`config.mk`:
```
export PLATFORM = sky130hd
export DESIGN_NAME = imem_loader
export DESIGN_NICKNAME = d
export VERILOG_FILES = /design/src/rtl/imem_loader_pkg.sv /design/src/rtl/imem_byte_assembler.sv /design/src/rtl/imem_loader.sv
export SDC_FILE = /design/constraint.sdc
export NUM_CORES = 1
export LEC_CHECK = 0
export ABC_AREA = 1
export BUFFER_PORTS_ARGS = -buffer_cell sky130_fd_sc_hd__buf_2
export CAP_MARGIN = 10
export CORE_MARGIN = 4
export CORE_UTILIZATION = 60
export CTS_CLUSTER_SIZE = 40
export DETAILED_ROUTE_END_ITERATION = 10
export PLACE_DENSITY = 0.85
export REMOVE_ABC_BUFFERS = 1
export SLEW_MARGIN = 20
export SYNTH_ARGS = -nofsm -noshare
export SYNTH_HDL_FRONTEND = slang
export SYNTH_SLANG_ARGS = --single-unit
```
`constraint.sdc`:
```
create_clock -name clk -period 5.4 [get_ports clk]
set_clock_uncertainty 0.15 [all_clocks]
set_input_delay 0.81 -clock clk [delete_from_list [all_inputs] [get_ports clk]]
set_output_delay 0.81 -clock clk [all_outputs]
set_load 0.02 [all_outputs]
```
`src/rtl/imem_loader_pkg.sv`:
```
// Shared types and constants for the instruction-memory loader.
// No logic; pure declarations.
// No flow control; consumers own their handshakes.
package imem_loader_pkg;

    localparam int ADDR_W_DEF     = 8;
    localparam int INSTR_W_DEF    = 24;
    localparam int BYTES_PER_WORD = 3;

    typedef enum logic [1:0] {
        ST_IDLE  = 2'd0,
        ST_COUNT = 2'd1,
        ST_DATA  = 2'd2,
        ST_CHECK = 2'd3
    } ld_state_t;

endpackage

```
`src/rtl/imem_byte_assembler.sv`:
```
// Packs a byte stream MSB-first into instruction words.
// word_done pulses one cycle after the last byte of a word shifts in.
// No backpressure of its own; shifts only when shift_en is high.
module imem_byte_assembler
    import imem_loader_pkg::*;
#(
    parameter int NBYTES = BYTES_PER_WORD
) (
    input  logic                  clk,
    input  logic                  reset,
    input  logic                  clear,
    input  logic                  shift_en,
    input  logic [7:0]            in_byte,
    output logic [8*NBYTES-1:0]   word,
    output logic [1:0]            byte_idx,
    output logic                  word_done
);

    localparam logic [1:0] LAST_IDX = 2'(NBYTES - 1);

    always_ff @(posedge clk) begin
        if (reset) begin
            word      <= '0;
            byte_idx  <= '0;
            word_done <= 1'b0;
        end else begin
            word_done <= 1'b0;
            if (clear) begin
                byte_idx <= '0;
            end else if (shift_en) begin
                word <= {word[8*NBYTES-9:0], in_byte};
                if (byte_idx == LAST_IDX) begin
                    byte_idx  <= '0;
                    word_done <= 1'b1;
                end else begin
                    byte_idx <= byte_idx + 2'd1;
                end
            end
        end
    end

endmodule

```
`src/rtl/imem_loader.sv`:
```
// Loads a count/data/checksum byte stream into instruction memory.
// Each word is written one cycle after its third byte is accepted.
// in_ready is high in every non-idle state; writes never stall the stream.
module imem_loader
    import imem_loader_pkg::*;
#(
    parameter int ADDR_W  = ADDR_W_DEF,
    parameter int INSTR_W = INSTR_W_DEF
) (
    input  logic               clk,
    input  logic               reset,
    input  logic               load_start,
    input  logic [7:0]         in_byte,
    input  logic               in_valid,
    output logic               in_ready,
    output logic               imem_we,
    output logic [ADDR_W-1:0]  imem_waddr,
    output logic [INSTR_W-1:0] imem_wdata,
    output logic               core_hold,
    output logic               load_done,
    output logic               load_err
);

    localparam logic [1:0] LAST_IDX = 2'(BYTES_PER_WORD - 1);

    ld_state_t         state_q, state_d;
    logic [ADDR_W-1:0] n_words;
    logic [ADDR_W-1:0] wcnt;
    logic [7:0]        csum;
    logic [1:0]        byte_idx;
    logic              xfer;
    logic              last_byte;
    logic              last_word;
    logic              asm_clear;
    logic              asm_shift;

    assign xfer      = in_valid && in_ready;
    assign last_byte = (byte_idx == LAST_IDX);
    // N=0 encodes 2^ADDR_W words, which the modular N-1 compare covers for free.
    assign last_word = (wcnt == n_words - ADDR_W'(1));
    assign asm_clear = (state_q == ST_COUNT) && xfer;
    assign asm_shift = (state_q == ST_DATA) && xfer;

    imem_byte_assembler #(.NBYTES(BYTES_PER_WORD)) u_asm (
        .clk       (clk),
        .reset     (reset),
        .clear     (asm_clear),
        .shift_en  (asm_shift),
        .in_byte   (in_byte),
        .word      (imem_wdata),
        .byte_idx  (byte_idx),
        .word_done (imem_we)
    );

    always_ff @(posedge clk) begin
        if (reset) state_q <= ST_IDLE;
        else       state_q <= state_d;
    end

    always_comb begin
        state_d = state_q;
        case (state_q)
            ST_IDLE:  if (load_start) state_d = ST_COUNT;
            ST_COUNT: if (xfer) state_d = ST_DATA;
            ST_DATA:  if (xfer && last_byte && last_word) state_d = ST_CHECK;
            ST_CHECK: if (xfer) state_d = ST_IDLE;
            default:  state_d = ST_IDLE;
        endcase
    end

    always_comb begin
        in_ready  = (state_q != ST_IDLE);
        core_hold = (state_q != ST_IDLE);
    end

    always_ff @(posedge clk) begin
        if (reset) begin
            n_words    <= '0;
            wcnt       <= '0;
            csum       <= '0;
            imem_waddr <= '0;
            load_done  <= 1'b0;
            load_err   <= 1'b0;
        end else begin
            case (state_q)
                ST_IDLE: begin
                    if (load_start) begin
                        load_done <= 1'b0;
                        load_err  <= 1'b0;
                    end
                end
                ST_COUNT: begin
                    if (xfer) begin
                        n_words <= ADDR_W'(in_byte);
                        wcnt    <= '0;
                        csum    <= '0;
                    end
                end
                ST_DATA: begin
                    if (xfer) begin
                        csum <= csum ^ in_byte;
                        if (last_byte) begin
                            imem_waddr <= wcnt;
                            wcnt       <= wcnt + ADDR_W'(1);
                        end
                    end
                end
                ST_CHECK: begin
                    if (xfer) begin
                        load_done <= 1'b1;
                        load_err  <= (in_byte != csum);
                    end
                end
                default: ;
            endcase
        end
    end

endmodule

```
* Word-level counts from Yosys, hierarchy flattened
Index checks and enable logic that the tools add are counted.
** Cells by class
- Reductions and logical operators :: 18
- Multiply operators :: 0
- Shift-type cells :: 0
- Bitwise gates (word level) :: 3
- Add/subtract/negate cells :: 3
- Equal/unequal tests :: 12
- Multiplexer cells :: 18
- Magnitude comparators :: 0
- Div/mod/pow operators :: 0
** Operators by type and width (number)
- $mux W8 :: 4
- $pmux W8 S2 :: 2
- $mux W2 :: 5
- $ne A2 B2 Y1 const B :: 5
- $reduce_and A3 Y1 :: 3
- $add A8 B1 Y8 const B :: 1
- $eq A8 B8 Y1 :: 1
- $ne A8 B8 Y1 :: 1
- $pmux W2 S4 :: 1
- $reduce_and A4 Y1 :: 2
- $sub A8 B1 Y8 const B :: 1
- $xor A8 B8 Y8 :: 1
- $eq A2 B2 Y1 const B :: 3
- $reduce_bool A2 Y1 :: 3
- $logic_and A1 B1 Y1 :: 5
- $mux W1 :: 4
- $pmux W1 S2 :: 2
- $reduce_and A2 Y1 :: 2
- $reduce_or A3 Y1 :: 1
- $add A2 B1 Y2 const B :: 1
- $eq A2 B1 Y1 const B :: 1
- $logic_not A2 Y1 :: 1
- $ne A2 B1 Y1 const B :: 1
- $not A1 Y1 :: 2
- $reduce_or A2 Y1 :: 1
** Word-level totals
- Register bits after elaboration :: 63
- Latch bits :: 0
- Bits in read-only memories :: 0
- Word-level logic and storage cells :: 64
- Output and inout bits :: 37
- RAM bits :: 0
- Bits of input ports :: 12
- Memories :: 0

* Longest topological paths before layout
Gate-level depths: netlist of the first run.
- Depth in word-level cells :: 6
- Gate-level depth with buffers :: 15
- Mapped depth without buffers :: 15

* Hierarchy
A second synthesis of the first run with hierarchy kept.
** Unflattened totals
- Cells, all modules :: 444
- Area, all modules :: 3220.6 µm²
** By module, submodules not included
- imem_loader :: cells each 272, seq. area each 720.7 µm², area an instance 1874.3 µm², instances 1
- imem_byte_assembler :: cells each 172, seq. area each 540.5 µm², area an instance 1346.3 µm², instances 1

* Least setup slack after synthesis of the first run
No wires, ideal clock.
- Path type :: register to output
- From :: reg state_q[0]
- To :: out in_ready
- Slack :: 3.514 ns
- Cell stages (with the launch flop) :: 5
- Required time :: 4.440 ns
- Data arrival time :: 0.926 ns
- Buffers on the path :: 1
- Cell sequence :: dfxtp_1 inv_1 ha_1 inv_2 buf_4
** On the way
- Longest elaborated chain between the ends :: 1
** RTL lines
- start, declared :: RTL line imem_loader.sv:26 : ld_state_t state_q, state_d;
- start signal, assigned :: RTL line imem_loader.sv:57 : else state_q <= state_d;
- $reduce_bool A2 Y1
- end, declared :: RTL line imem_loader.sv:15 : output logic in_ready,
Every way passes these cells.

* Worst setup path after layout of the first run
- From :: reg state_q[1]
- To :: reg u_asm.word[14]
** On the way
- Longest elaborated chain between the ends :: 5
- Elaborated cells on any way between the ends :: 8
- Those cells by class :: eq/ne: 2; bitwise: 1; reduce/logical: 5
** RTL lines
- $reduce_bool A2 Y1 :: RTL line imem_loader.sv:72 : in_ready = (state_q != ST_IDLE);
- $logic_and A1 B1 Y1 :: RTL line imem_loader.sv:37 : assign xfer = in_valid && in_ready;
- $logic_and A1 B1 Y1 :: RTL line imem_loader.sv:41 : assign asm_clear = (state_q == ST_COUNT) && xfer;
- $not A1 Y1 (no source line)
- $reduce_and A2 Y1 (no source line) (*)
- end signal, assigned :: RTL line imem_byte_assembler.sv:31 : word <= {word[8*NBYTES-9:0], in_byte};
- end, declared :: RTL line imem_byte_assembler.sv:14 : output logic [8*NBYTES-1:0] word,
Every way passes the cells marked *; elsewhere a longest branch is shown, timed or not.
A chain may end at the register's enable or synchronous reset.

==> flow_metrics.env, run 1 <==
export IMPL_power_leakage_nw=1.556
export IMPL_p_sw_w=0.0004779
export IMPL_vias=2539
export IMPL_drive_gt1_frac=0.1935
export IMPL_finalMaxSlewViolations=0
export IMPL_synth_area_sq_um=2854
export IMPL_cts_hold_repair_buffers=0
export IMPL_grt_max_degree=42
export IMPL_routedWlPerCell_um=12.71
export IMPL_area_delta_synth_final_pct=15.91
export IMPL_cp_data_required_time_ns=5.48
export IMPL_final_util=0.7394
export IMPL_tns_ns=0
export IMPL_critPathKind="flip-flop to flip-flop"
export IMPL_power_frac_clock=0.324
export IMPL_hpwl_mm=4.323
export IMPL_holdWs_ns=0.3148
export IMPL_cts_tree="done"
export IMPL_fin_crit_sh=0.4928
export IMPL_nFillCells=338
export IMPL_grt_remaining_overflow=0
export IMPL_diodes=0
export IMPL_io_buffer_count=48
export IMPL_synth_ff_type="dfxtp_1"
export IMPL_cts_root_buf="clkbuf_8"
export IMPL_fmax_mhz=375.8
export IMPL_grt_pass1_vias=2468
export IMPL_seq_power_share=0.393
export IMPL_antenna_found_initial=0
export IMPL_drtIter0Drc=162
export IMPL_fin_crit_ns=2.661
export IMPL_path_max_fanout=25
export IMPL_peakVddDrop_mv=0.2108
export IMPL_cts_buffers=9
export IMPL_initial_utilization=0.6379
export IMPL_die_x_um=76.97
export IMPL_synth_distinct_cells=35
export IMPL_clockBufferDepth=2
export IMPL_ys_seq_area_frac=0.4419
export IMPL_status="finished, final reports clean"
export IMPL_syn_avg_cell_area_sq_um=7.432
export IMPL_hold_viol_final=0
export IMPL_worst_pin_slew_ns=1.030
export IMPL_dr_pass1_iters=4
export IMPL_critPathArrivalTime_ns=2.74
export IMPL_power_frac_comb=0.283
export IMPL_synth_edf_count=0
export IMPL_syn_inst=384
export IMPL_row_count=24
export IMPL_wl_mm=6.176
export IMPL_grt_usage=0.2230
export IMPL_gp_congestion=0.8602
export IMPL_setup_viol=0
export IMPL_die_h_um=76.97
export IMPL_route_detailed_drc=0
export IMPL_ys_ff_latch=63
export IMPL_ant_nets=0
export IMPL_die_area_sq_um=5924
export IMPL_core_area_sq_um=4474
export IMPL_cts_setup_buffers=0
export IMPL_ctsResizeCount=0
export IMPL_p_int_w=0.0008981
export IMPL_grt_pass1_wl_mm=10.72
export IMPL_synth_area_leader_cell="dfxtp_1"
export IMPL_rsz0062_at_grt="no"
export IMPL_clk_latency_ns=0.33
export IMPL_sw_frac_of_total=0.3473
export IMPL_cp_start_kind="flip-flop"
export IMPL_max_cap_viol_count=0
export IMPL_nets=448
export IMPL_end_kind="flip-flop"
export IMPL_hold_path_class="flip-flop to flip-flop"
export IMPL_clk_pin_slew_ns=0.07
export IMPL_synth_async_reset_ratio=0
export IMPL_htreeDepth=3
export IMPL_cts_sinks=63
export IMPL_synth_warnings=0
export IMPL_synth_top_area_frac=0.4419
export IMPL_power_density_nw_per_um2=415.9
export IMPL_io_pins=49
export IMPL_synthTopCellsByArea="dfxtp_1, nor2_1, nand2_1"
export IMPL_viasPerCell=5.224
export IMPL_slew_headroom=0.3128
[area by class of cell]
class	count	area (sq um)	share of cell area
multi-input cells	268	1366	0.4130
flip-flops and latches	63	1261	0.3812
repair buffers	48	240.2	0.07262
inverters	39	153.9	0.04652
clock buffers	9	123.9	0.03744
clock inverters	7	97.59	0.02950
well taps	52	65.06	0.01967
[state kept, by name, indices dropped and copies added (netlist names)]
signal and count:
u_asm.byte_idx 2, u_asm.word 24, wcnt 8, csum 8, u_asm.word_done 1, imem_waddr 8, n_words 8, load_done 1
state_q 2, load_err 1
[layout by cell type (no fill, tap or decap), types with 2 or more instances in the layout]
cell        instances
buf_2              48
nor2_1             74
clkbuf_8            9
a211oi_1            3
o21ai_0            40
inv_2               5
nand2_1            62
inv_1              32
a21oi_1            33
bufinv_16           2
clkinv_4            2
nor3_1              7
nor2_2              2
nor2_4              3
clkinvlp_4          2
or2_2               2
nand3_1             8
dfxtp_1            63
xor2_1              5
ha_1                7
xnor2_1             9
nand4_1             2
[synth_stat cells, types with 2 or more instances]
cell type,n
nand2_1,62
ha_1,7
inv_1,32
xnor2_1,9
clkbuf_1,4
a21oi_1,33
xor2_1,5
nand4_1,2
nor2_1,74
nor3_1,7
nor2_4,3
inv_2,5
buf_1,3
nor2_2,2
nand3_1,8
buf_4,2
a211oi_1,3
or2_2,2
dfxtp_1,63
o21ai_0,40
buf_2,4
[routing by layer]
layer / wire length [um] / vias up / track usage / part of all wire
li1: - / 1316 / - / -
met1: 2781 / 1154 / 0.2703 / 0.45
met2: 2960 / 60 / 0.3763 / 0.48
met3: 326 / 9 / 0.04450 / 0.053
met4: 108 / 0 / 0.1103 / 0.017
met5: 0 / - / 0 / 0
[power by group through the flow]
| stage | combinational (W) | sequential (W) | clock [W] |
|---|---|---|---|
| final | 0.000389 | 0.000541 | 0.000446 |
| after detailed placement | 0.000383 | 0.000550 | 0 |
| after global routing | 0.000440 | 0.000546 | 0.000474 |
| after CTS | 0.000389 | 0.000540 | 0.000454 |
| after global placement | 0.000370 | 0.000548 | 0 |
| after floorplan | 0.000265 | 0.000571 | 0 |
[stage by stage]
stage	worst slack (ns)	std cells	total power, W	cell area [sq um]
finish	2.739	486	0.001376	3308
global route	2.436	486	0.001461	3308
CTS	2.759	486	0.001383	3308
detailed placement	2.565	470	0.0009330	3087
global placement	2.590	470	0.0009182	3087
floorplan	3.124	370	0.0008364	2781
[critical path: stages (launching register included)]
cell and delay [ns]:
dfxtp_1 0.38, inv_1 0.10, ha_1 0.20, inv_2 0.10
nand2_4 0.09, nor2_4 0.26, inv_2 0.13, nor2_4 0.39
inv_1 0.45, nor2_1 0.22, nor2_1 0.07
[kinds of logic (layout without fill, tap and decap cells)]
kind of cell | after synthesis | after routing | share of synthesized area
compound gates | 82 | 82 | 0.1548
xor+xnor | 14 | 14 | 0.04296
fa+ha+maj | 7 | 7 | 0.03069
buf+inv | 53 | 103 | 0.07935
flops | 63 | 63 | 0.4419
simple gates | 165 | 165 | 0.2503
[worst paths after layout]
check	depth (start not counted)	to	startpoint	slack (ns)
setup / recovery	10	u_asm.word[14]	state_q[1]	2.74
hold / removal	2	load_done	load_done	0.31
setup reg to reg	10	u_asm.word[14]	state_q[1]	2.74
hold reg to reg	2	load_done	load_done	0.31
Note: power is estimated with default switching activity, not from simulation.
==> inputs of run 2 (changes only) <==
CORE_UTILIZATION = 50   (was 60)
PLACE_DENSITY = 0.75   (was 0.85)
clock period = 2.2 ns   (was 5.4 ns; I/O delays follow)
==> flow_metrics.env, run 2 (synthesis results as in run 1) <==
export IMPL_grt_usage=0.1894
export IMPL_fin_crit_ns=2.018
export IMPL_ant_nets=0
export IMPL_r2r_start="state_q[1]"
export IMPL_fin_ws_ns=0.1818
export IMPL_nFillCells=512
export IMPL_drive_gt1_frac=0.2081
export IMPL_viasPerCell=5.068
export IMPL_rsz0062_at_grt="no"
export IMPL_clk_pin_slew_ns=0.07
export IMPL_ctsResizeCount=0
export IMPL_final_cell_mix="nor2_1, dfxtp_1, nand2_1"
export IMPL_area_delta_synth_final_pct=19.60
export IMPL_cp_data_required_time_ns=2.27
export IMPL_tns_ns=0
export IMPL_preCtsSetupSlack_ns=0.1757
export IMPL_htreeDepth=3
export IMPL_clockBufferDepth=2
export IMPL_dr_pass1_iters=4
export IMPL_max_cap_viol_count=0
export IMPL_grt_pass1_wl_mm=10.79
export IMPL_path_buf_inv=4
export IMPL_io_pins=49
export IMPL_drtIter0Drc=100
export IMPL_instances_no_fill=514
export IMPL_diodes=0
export IMPL_die_h_um=83.55
export IMPL_worst_pin_slew_ns=0.7139
export IMPL_hpwl_mm=4.569
export IMPL_power_frac_clock=0.337
export IMPL_hold_viol_final=0
export IMPL_regMostFlops="u_asm.word"
export IMPL_crit_path_start="state_q[1]"
export IMPL_core_area_sq_um=5507
export IMPL_fmax_mhz=495.5
export IMPL_cpLargestDelayFamily="compound AO/OA/AOI/OAI gates"
export IMPL_p_sw_w=0.001175
export IMPL_clk_latency_ns=0.34
export IMPL_critPathKind="flip-flop to flip-flop"
export IMPL_cts_buffers=9
export IMPL_vias=2605
export IMPL_hp_start="in_byte[1]"
export IMPL_peakVddDrop_mv=0.6127
export IMPL_path_max_fanout=16
export IMPL_cts_hold_repair_buffers=0
export IMPL_antenna_found_initial=0
export IMPL_grt_pass1_vias=2491
export IMPL_seq_power_share=0.380
export IMPL_cts_setup_buffers=0
export IMPL_critPathArrivalTime_ns=2.09
export IMPL_route_detailed_drc=0
export IMPL_multiInputGateArea_sq_um=1366
export IMPL_die_x_um=83.55
export IMPL_p_int_w=0.002321
export IMPL_power_density_nw_per_um2=1024
export IMPL_holdWs_ns=0.1178
export IMPL_routedWlPerCell_um=12.39
export IMPL_fin_crit_sh=0.9174
export IMPL_busiest_layer="met2"
export IMPL_cts_root_buf="clkbuf_8"
export IMPL_row_count=27
export IMPL_grt_max_degree=41
export IMPL_crit_chain="inv_1, ha_1, inv_2, nand2_4, inv_4, nand2_8, o21ai_0, inv_1, o21ai_0, a21oi_1"
export IMPL_grt_remaining_overflow=0
export IMPL_finalMaxSlewViolations=0
export IMPL_die_area_sq_um=6981
export IMPL_slowest_delay_ns=0.39
export IMPL_largest_reg_flops=24
export IMPL_gp_congestion=0.8652
export IMPL_final_util=0.6199
export IMPL_hold_path_class="input port to flip-flop"
export IMPL_slew_headroom=0.5235
export IMPL_cts_tree="done"
export IMPL_gr_usage_met3=0.06022
export IMPL_cpMaxStageDelayCell="dfxtp_1"
export IMPL_power_leakage_nw=1.609
export IMPL_end_kind="flip-flop"
export IMPL_initial_utilization=0.5183
export IMPL_io_buffer_count=48
export IMPL_sw_frac_of_total=0.3360
export IMPL_power_frac_comb=0.283
export IMPL_setup_viol=0
export IMPL_grt_util_met2=0.3141
export IMPL_cp_start_kind="flip-flop"
export IMPL_mostFrequentLayoutCell="nor2_1"
export IMPL_cts_sinks=63
export IMPL_nets=456
export IMPL_wl_mm=6.370
export IMPL_dpl_cell_count=498
export IMPL_met1_usage=0.2206
export IMPL_regArea_sq_um=1261
export IMPL_status="finished, final reports clean"
[run 2: cell types whose count changed in the layout (fill, tap and decap cells not counted), sizes merged]
cell and change:
buf +8, clkbuf +3, clkinv -2, clkinvlp -1
[run 2: per-stage QoR]
step	total power (W)	area, sq um
5_1_grt	0.003708	3413
2_1_floorplan	0.002053	2781
6_report	0.003496	3413
3_5_place_dp	0.002341	3172
4_1_cts	0.003514	3413
3_3_place_gp	0.002309	3172
[run 2: worst paths after layout]
path         cells past startpoint            end  slack (ns)
max                             10        wcnt[3]        0.18
min                              3  u_asm.word[1]        0.12
max reg2reg                     10        wcnt[3]        0.18
min reg2reg                      2      load_done        0.31
[run 2: layer usage]
metal | share of wire | wire length (um)
met3 | 0.058 | 372
met5 | 0 | 0
met1 | 0.46 | 2905
met4 | 0.019 | 122
met2 | 0.47 | 2970
[run 2: layout make-up]
cell class                 count  area share
inverter                      39     0.04509
sequential                    63      0.3695
clock inverter                 4     0.02236
timing repair buffer          56     0.08798
clock buffer                  12     0.04839
tap                           72     0.02639
multi-input combinational    268      0.4003
[run 2: worst register-to-register path: cells and delay by family (launching register included)]
family                     cells  cell delay, ns
adders and majority gates      1            0.20
and+or+nand+nor                2            0.17
DFF                            1            0.39
AOI/OAI and AO/OA              3            0.55
buffers and inverters          4            0.45
[run 2: power by group through the flow]
stage | clock network, W | registers (W) | logic [W]
after floorplan | 0 | 0.00140 | 0.000651
after global placement | 0 | 0.00135 | 0.000963
after detailed placement | 0 | 0.00135 | 0.000991
after CTS | 0.00119 | 0.00133 | 0.000995
after global routing | 0.00126 | 0.00134 | 0.00111
final | 0.00118 | 0.00133 | 0.000991
